[config.mk]
export PLATFORM = sky130hd
export DESIGN_NAME = spi_ram_burst
export DESIGN_NICKNAME = d
export VERILOG_FILES = /design/src/rtl/spi_ram_pkg.sv /design/src/rtl/spr_mem_array.sv /design/src/rtl/spi_ram_burst.sv
export SDC_FILE = /design/constraint.sdc
export NUM_CORES = 2
export LEC_CHECK = 0
export BUFFER_PORTS_ARGS = -buffer_cell sky130_fd_sc_hd__buf_2
export CAP_MARGIN = 10
export CORE_MARGIN = 4
export CORE_UTILIZATION = 58
export CTS_CLUSTER_SIZE = 40
export DETAILED_ROUTE_END_ITERATION = 6
export GPL_TIMING_DRIVEN = 0
export PLACE_DENSITY_LB_ADDON = 0.15
export SYNTH_ARGS = -nofsm -noshare
export SYNTH_HDL_FRONTEND = slang
export SYNTH_SLANG_ARGS = --single-unit
[constraint.sdc]
create_clock -name clk -period 3.13 [get_ports clk]
set_input_delay 0.313 -clock clk [delete_from_list [all_inputs] [get_ports clk]]
set_output_delay 0.313 -clock clk [all_outputs]
set_load 0.02 [all_outputs]
[src/rtl/spi_ram_pkg.sv]
// Shared command codes and tx handshake state encoding for the SPI-attached burst RAM.
package spi_ram_pkg;

  localparam logic [1:0] CMD_WR_ADDR = 2'b00;
  localparam logic [1:0] CMD_WR_DATA = 2'b01;
  localparam logic [1:0] CMD_RD_ADDR = 2'b10;
  localparam logic [1:0] CMD_RD_DATA = 2'b11;

  typedef enum logic {
    TX_EMPTY = 1'b0,
    TX_FULL  = 1'b1
  } tx_state_e;

endpackage

[src/rtl/spr_mem_array.sv]
// MEM_DEPTH x DATA_W single-port array, registered read, contents never reset.
module spr_mem_array #(
  parameter int unsigned DATA_W    = 8,
  parameter int unsigned ADDR_W    = 8,
  parameter int unsigned MEM_DEPTH = 256
) (
  input  logic              clk,
  input  logic              we,
  input  logic [ADDR_W-1:0] addr,
  input  logic [DATA_W-1:0] wdata,
  output logic [DATA_W-1:0] rdata
);

  localparam int unsigned IDX_W = $clog2(MEM_DEPTH);

  logic [DATA_W-1:0] mem [MEM_DEPTH];
  logic              in_range;
  logic [IDX_W-1:0]  idx;

  assign in_range = {1'b0, addr} < (ADDR_W + 1)'(MEM_DEPTH);
  assign idx      = addr[IDX_W-1:0];

  // Read-first: a same-cycle write is visible on the following access.
  always_ff @(posedge clk) begin
    if (we && in_range) mem[idx] <= wdata;
    rdata <= in_range ? mem[idx] : '0;
  end

endmodule

[src/rtl/spi_ram_burst.sv]
// Command decoder, write/read pointers and tx valid/ready stage in front of the burst RAM.
module spi_ram_burst
  import spi_ram_pkg::*;
#(
  parameter int unsigned DATA_W    = 8,
  parameter int unsigned ADDR_W    = 8,
  parameter int unsigned MEM_DEPTH = 256,
  parameter bit          AUTO_INC  = 1'b1
) (
  input  logic              clk,
  input  logic              rst_n,
  input  logic              rx_valid,
  input  logic [DATA_W+1:0] din,
  input  logic              tx_ready,
  output logic [DATA_W-1:0] dout,
  output logic              tx_valid,
  output logic              err
);

  localparam int unsigned PTR_EXT = ADDR_W + 1;

  tx_state_e         tx_state;
  logic [ADDR_W-1:0] wr_ptr;
  logic [ADDR_W-1:0] rd_ptr;
  logic              fresh_q;
  logic              oor_q;
  logic [DATA_W-1:0] hold_q;
  logic [DATA_W-1:0] mem_rdata;

  logic [1:0]        cmd;
  logic [DATA_W-1:0] payload;
  logic [ADDR_W-1:0] pay_addr;
  logic              is_wr_addr, is_wr_data, is_rd_addr, is_rd_data;
  logic              wr_in_range, rd_in_range;
  logic              rd_accept, rd_overrun, mem_we;
  logic [ADDR_W-1:0] mem_addr;

  function automatic logic [ADDR_W-1:0] ptr_next(input logic [ADDR_W-1:0] p);
    if ({1'b0, p} == PTR_EXT'(MEM_DEPTH - 1)) return '0;
    return p + ADDR_W'(1);
  endfunction

  assign cmd      = din[DATA_W+1:DATA_W];
  assign payload  = din[DATA_W-1:0];
  assign pay_addr = din[ADDR_W-1:0];

  assign is_wr_addr = rx_valid && (cmd == CMD_WR_ADDR);
  assign is_wr_data = rx_valid && (cmd == CMD_WR_DATA);
  assign is_rd_addr = rx_valid && (cmd == CMD_RD_ADDR);
  assign is_rd_data = rx_valid && (cmd == CMD_RD_DATA);

  assign wr_in_range = {1'b0, wr_ptr} < PTR_EXT'(MEM_DEPTH);
  assign rd_in_range = {1'b0, rd_ptr} < PTR_EXT'(MEM_DEPTH);

  // A read is dropped only when an unaccepted word is still being presented.
  assign rd_overrun = is_rd_data && (tx_state == TX_FULL) && !tx_ready;
  assign rd_accept  = is_rd_data && !rd_overrun;
  assign mem_we     = rst_n && is_wr_data && wr_in_range;
  assign mem_addr   = is_wr_data ? wr_ptr : rd_ptr;

  spr_mem_array #(
    .DATA_W   (DATA_W),
    .ADDR_W   (ADDR_W),
    .MEM_DEPTH(MEM_DEPTH)
  ) u_mem (
    .clk  (clk),
    .we   (mem_we),
    .addr (mem_addr),
    .wdata(payload),
    .rdata(mem_rdata)
  );

  // The array's read register carries the fresh word; hold_q keeps it afterwards.
  assign dout = fresh_q ? (oor_q ? '0 : mem_rdata) : hold_q;

  always_ff @(posedge clk) begin
    if (!rst_n) begin
      tx_state <= TX_EMPTY;
      tx_valid <= 1'b0;
      err      <= 1'b0;
      wr_ptr   <= '0;
      rd_ptr   <= '0;
      fresh_q  <= 1'b0;
      oor_q    <= 1'b0;
      hold_q   <= '0;
    end else begin
      err <= (is_wr_data && !wr_in_range) || rd_overrun || (rd_accept && !rd_in_range);

      if (is_wr_addr)                 wr_ptr <= pay_addr;
      else if (is_wr_data && AUTO_INC) wr_ptr <= ptr_next(wr_ptr);

      if (is_rd_addr)                 rd_ptr <= pay_addr;
      else if (rd_accept && AUTO_INC) rd_ptr <= ptr_next(rd_ptr);

      if (fresh_q) hold_q <= dout;
      fresh_q <= rd_accept;
      if (rd_accept) oor_q <= !rd_in_range;

      case (tx_state)
        TX_EMPTY: begin
          if (rd_accept) begin
            tx_state <= TX_FULL;
            tx_valid <= 1'b1;
          end
        end
        TX_FULL: begin
          if (!rd_accept && tx_ready) begin
            tx_state <= TX_EMPTY;
            tx_valid <= 1'b0;
          end
        end
        default: begin
          tx_state <= TX_EMPTY;
          tx_valid <= 1'b0;
        end
      endcase
    end
  end

endmodule

Word-level counts from Yosys, hierarchy flattened --
Memory sizes are Yosys's and may differ from the RTL's. A register that Yosys moved wholly into a read port is not among the register bits. Cells that the tools add are included.
Word-level totals: register bits after elaboration 28, RAM bits 2048, output and inout bits 10, memories kept 1
Memories:
- u_mem.mem | words 256, width 8, read ports 1, clocked after memory_dff 1, wr ports 1, RTL line spr_mem_array.sv:16 | logic [DATA_W-1:0] mem [MEM_DEPTH];
Operators by class: $add $sub $neg 2, eq/ne operators 7, muxes and demuxes 26, bitwise operators 1, reduce and logical (&&, ||, !) cells 16
Operators by type and width (count):
- 2-to-1 mux 8 bit | 10
- adder 8 x 1 -> 8 bit, second input constant | 2
- equality test 8 bit, second input constant | 2
- 2-to-1 mux 1 bit | 14
- logical AND 1 bit | 9
- equality test 2 bit, second input constant | 2
- one-hot mux 1 bit (2 select lines) | 2
- nonzero test 2 bit | 2
- logical NOT 1 bit | 3
- equality test 2 x 1 -> 1 bit, second input constant | 1
- logical NOT 2 bit | 1
- inequality test 2 x 1 -> 1 bit, second input constant | 1
- inequality test 2 bit, second input constant | 1
- AND reduction 2 bit | 1
- inverter 1 bit | 1

Logic depth before layout (Yosys ltp) --
depth after elaboration 12, gate-level depth with buffers 14, depth with buffers taken out 9

Cells and area by module --
From an unflattened synthesis, not the netlist that was laid out.
Unflattened totals: cell total of the unflattened synthesis 3723, area total of the unflattened synthesis 80045.5 µm²
By module, submodules not included:
- spr_mem_array | instances 1, cells an instance 3547, area each 78492.8 µm², seq. area each 61659.1 µm²
- spi_ram_burst | instances 1, cells an instance 176, area each 1552.7 µm², seq. area each 560.5 µm²

Worst setup path after synthesis --
No wires, ideal clock.
path kind input -> register, from in din[9], to mem u_mem.mem[104][0], enable pin, setup time 370 ps, data arrival time 2321 ps, slack 439 ps, cell stages on the path 9, buffers on the path 4, cell sequence nand3b_4 > buf_6 > mux2i_2 > buf_2 > clkbuf_1 > and2_1 > nand2_1 > clkbuf_1 > nor2_1
On the way: cells in the longest elaborated chain, start to end 5, elaborated cells on any way between the ends 6, those cells by class eq/ne (1); mux (3); reduce/logical (2)
RTL lines:
- start: declaration | RTL line spi_ram_burst.sv:13 | input logic [DATA_W+1:0] din,
- equality test 2 x 1 -> 1 bit (*) | RTL line spi_ram_burst.sv:48 | assign is_wr_data = rx_valid && (cmd == CMD_WR_DATA);
- logical AND 1 bit (*) | RTL line spi_ram_burst.sv:48
- logical AND 1 bit | RTL line spi_ram_burst.sv:58 | assign mem_we = rst_n && is_wr_data && wr_in_range;
- 2-to-1 mux 1 bit | RTL line spr_mem_array.sv:25 | if (we && in_range) mem[idx] <= wdata;
- 2-to-1 mux 1 bit (not written as such) | RTL line spr_mem_array.sv:25
- end: declaration | RTL line spr_mem_array.sv:16
Every way passes the cells marked *; elsewhere a longest branch is shown, timed or not.

Worst setup path after layout --
from reg wr_ptr[1], to reg u_mem.rdata[7], read port of u_mem.mem
On the way: cells in the longest elaborated chain, start to end 1
RTL lines:
- start: declaration | RTL line spi_ram_burst.sv:23 | logic [ADDR_W-1:0] wr_ptr;
- start signal: assignment | RTL line spi_ram_burst.sv:89 | if (is_wr_addr) wr_ptr <= pay_addr;
- start signal: assignment | RTL line spi_ram_burst.sv:90 | else if (is_wr_data && AUTO_INC) wr_ptr <= ptr_next(wr_ptr);
- 2-to-1 mux 8 bit | RTL line spi_ram_burst.sv:59 | assign mem_addr = is_wr_data ? wr_ptr : rd_ptr;
- end: declaration | RTL line spr_mem_array.sv:11 | output logic [DATA_W-1:0] rdata
Every way passes these cells. A chain may end at the register's enable or synchronous reset.

==> metrics.cfg <==
[floorplanning]
start_util_pct = 58.5
die_x_um = 386
die-area_sq_mm = 0.149
io_pins = 24
core_sq_mm = 0.142
num_rows = 138
die_y_um = 386

[cells_and_area]
post-route-cell-area_sq_mm = 0.0982
seqCellArea_sq_mm = 0.0622
fillers = 9240
drive_above_1_share_pct = 21.4
fin_util_pct = 69.3
multi_input_area_sq_mm = 0.0220
area_growth_pct = 18.4
final_nets = 5873

[routing]
route.detailed.drc = 0
dr_wl_met3_um = 40100
routed_wl_um = 295000
wire_per_inst_um = 37.2
drt_iter0_drc = 8312
avgViaCountPerCell = 6.79
num_vias = 53800
dr.pass1.iters = 7
antenna_left = 0
met2WireLength_um = 130000
top_layer = met5
m1WireLength_um = 101000

[timing]
setup_viol = 306
period_minus_slack_ps = 3610
hold_viol = 0
fin_ws_ps = -484
slew_headroom_pct = 24.3
fmax_mhz = 277
fin_hold_ws_ps = 6.29
skew_ps = 40.9
slew_violations = 0
finalCritPeriodShare_pct = 115
tightest_slew_ps = 1130
rsz0062_at_grt = yes

[worst_setup_path]
cp-start-kind = flop
worstPathRequired_ps = 3780
r2r_cells = 12
cp_data_arrival_time_ps = 4260
rrSetupSlack_ps = -480
endpoint_kind = flop
r2r-end = u_mem.rdata[7]$_DFF_P_
reg2reg_from = wr_ptr[1]$_SDFFE_PN0P_
path_max_fanout = 10
path_class = reg -> reg

[cts]
cts_buffers = 204
clockBufferDepth = 3
clkTransAtPathRegs_ps = 60
cts-htree-levels = 4
cts_root_buf = clkbuf_16
clk-insertion-delay-late_ps = 850
cts_tree = yes
cts_sinks = 2084

[grt]
grt_pass1_vias = 50100
grt_max_degree = 165
antenna_found_initial = 18
grt_pass1_wl_um = 399000
grt_overflow = 0
grt_use_total_pct = 39.5

[pwr]
p_per_area_mw_per_mm2 = 612
leakagePower_uw = 0.0332
vdd_ir_drop_max_v = 0.000636

[synthesis]
syn-num-nets = 5539
synth_area_sq_mm = 0.0830
yosys.area.top_type_share_pct = 74.1
yosys.cell_types.count = 70
yosys_warnings = 0
synthCells = 5523
synth-seq-area-share_pct = 75.0
synth_ff_type = edfxtp_1
synth-edff-count = 2048
synth.most_common_cell = edfxtp_1
synth-seq-cells = 2084
synth_largest_area_cell = edfxtp_1
synthArstFlopShare_pct = 0
syn_area_per_cell_sq_um = 15.0
ys_top_cells_by_area = edfxtp_1 74%, nand2_1 5.0%, mux2i_1 4.9%
synth_common_cells = 2048 x edfxtp_1, 1108 x nand2_1, 505 x nand3_1

[placed_design]
place_area_sq_mm = 0.0861
place.gp.congestion = 1.04
hpwl_um = 198000
port_buffers = 23

[run]
maxCapViolCount = 0

[hold_path]
hp-start = din[7]
min_path_cells = 1
whs_endpoint = u_mem.mem[105][7]$_DFFE_PP_
hold_path.class = in -> reg

[run_status]
status = complete, but fails checks
violations = setup timing

[worst max path at each step]
| stage | from | endpoint | depth (start not counted) |
|---|---|---|---|
| global route | wr_ptr[1]$_SDFFE_PN0P_ | u_mem.rdata[2]$_DFF_P_ | 12 |
| global placement | din[8] | u_mem.rdata[2]$_DFF_P_ | 11 |
| CTS | wr_ptr[0]$_SDFFE_PN0P_ | u_mem.rdata[1]$_DFF_P_ | 13 |
| detailed placement | din[9] | u_mem.mem[145][0]$_DFFE_PP_ | 9 |
| finish | wr_ptr[1]$_SDFFE_PN0P_ | u_mem.rdata[7]$_DFF_P_ | 12 |
| floorplan | din[9] | u_mem.mem[104][0]$_DFFE_PP_ | 9 |
[per-layer routing]
metal,track usage [%],vias up
met1,50.6,26800
met4,26.9,12
met5,0.595,-
li1,-,21800
met3,12.9,997
met2,57.8,4247
[area by class of cell]
class,instances,share of cell area [%]
Sequential cell,2084,63.4
Multi-Input combinational cell,3084,22.4
Clock buffer,248,5.52
Buffer,332,3.28
Tap cell,1890,2.41
Timing Repair Buffer,133,1.78
Clock inverter,123,1.10
Inverter,18,0.0688
Antenna cell,20,0.0510
[repair_timing]
| item | 4_1_cts | 5_1_grt |
|---|---|---|
| endpoints found under the hold margin | 104 | 0 |
| gates cloned | 3 | 0 |
| endpoints found under the setup margin | 2056 | 1280 |
| resized for setup | 974 | 236 |
| buffers inserted | 38 | 33 |
| pin swaps | 58 | 64 |
| hold buffers | 10 | 0 |
[critical path, cell delays in order, from the launching register on]
cell	delay, ps
dfxtp_4	350
and4b_1	210
buf_6	160
a21o_1	140
buf_12	170
buf_12	180
buf_12	200
buf_6	240
nand3_1	170
a32oi_4	370
a41oi_4	250
a2111oi_4	650
nand4_1	280
[power breakdown]
part	leakage [uW]	internal [uW]	switching [uW]
sequential	0.0187	30700	26.3
combinational	0.0113	1500	3580
clock	0.00316	13700	10600
total	0.0332	45900	14200
[sequential cells by signal, indices dropped and copies added, names as in the netlist]
name	flops
wr_ptr	8
hold_q	8
rd_ptr	8
u_mem.rdata	8
tx_valid	1
u_mem.mem	2048
tx_state	1
fresh_q	1
err	1
[through the flow]
step / setup TNS (ps) / power [uW] / setup WS (ps) / cells
after floorplan: 0 / 33200 / 439 / 5523
after global placement: -8335540 / 35400 / -3720 / 7436
after detailed placement: -3598460 / 35500 / -2730 / 7462
after CTS: -14680 / 59600 / -395 / 7880
after global routing: -3260 / 61200 / -436 / 7920
final: -12790 / 60100 / -484 / 7932
[logic make-up after synthesis]
logic type               count (synthesis)  synth area share [%]
multiplexers                           519                  7.72
adder cells (fa/ha/maj)                  2                0.0302
flip-flops                            2084                  75.0
buffers and inverters                  355                  2.22
XOR/XNOR                                 3                0.0317
AO/OA/AOI/OAI                          494                  4.40
AND/OR/NAND/NOR                       2066                  10.6
[cell usage in the layout, fill, tap and decap left out, types with 39 or more instances in the layout]
cell type / count
edfxtp_1: 2048
mux4_2: 94
clkinv_1: 57
a211oi_1: 45
buf_2: 62
and3_1: 49
clkbuf_16: 212
nor2_4: 191
buf_6: 43
nor2_1: 59
mux2i_1: 387
nor2_2: 63
a32oi_1: 39
nand3_1: 498
nand2_1: 1076
a22oi_1: 39
a31oi_1: 76
buf_4: 119
clkbuf_1: 67
buf_12: 51
Note: power is estimated with default switching activity, not from simulation.
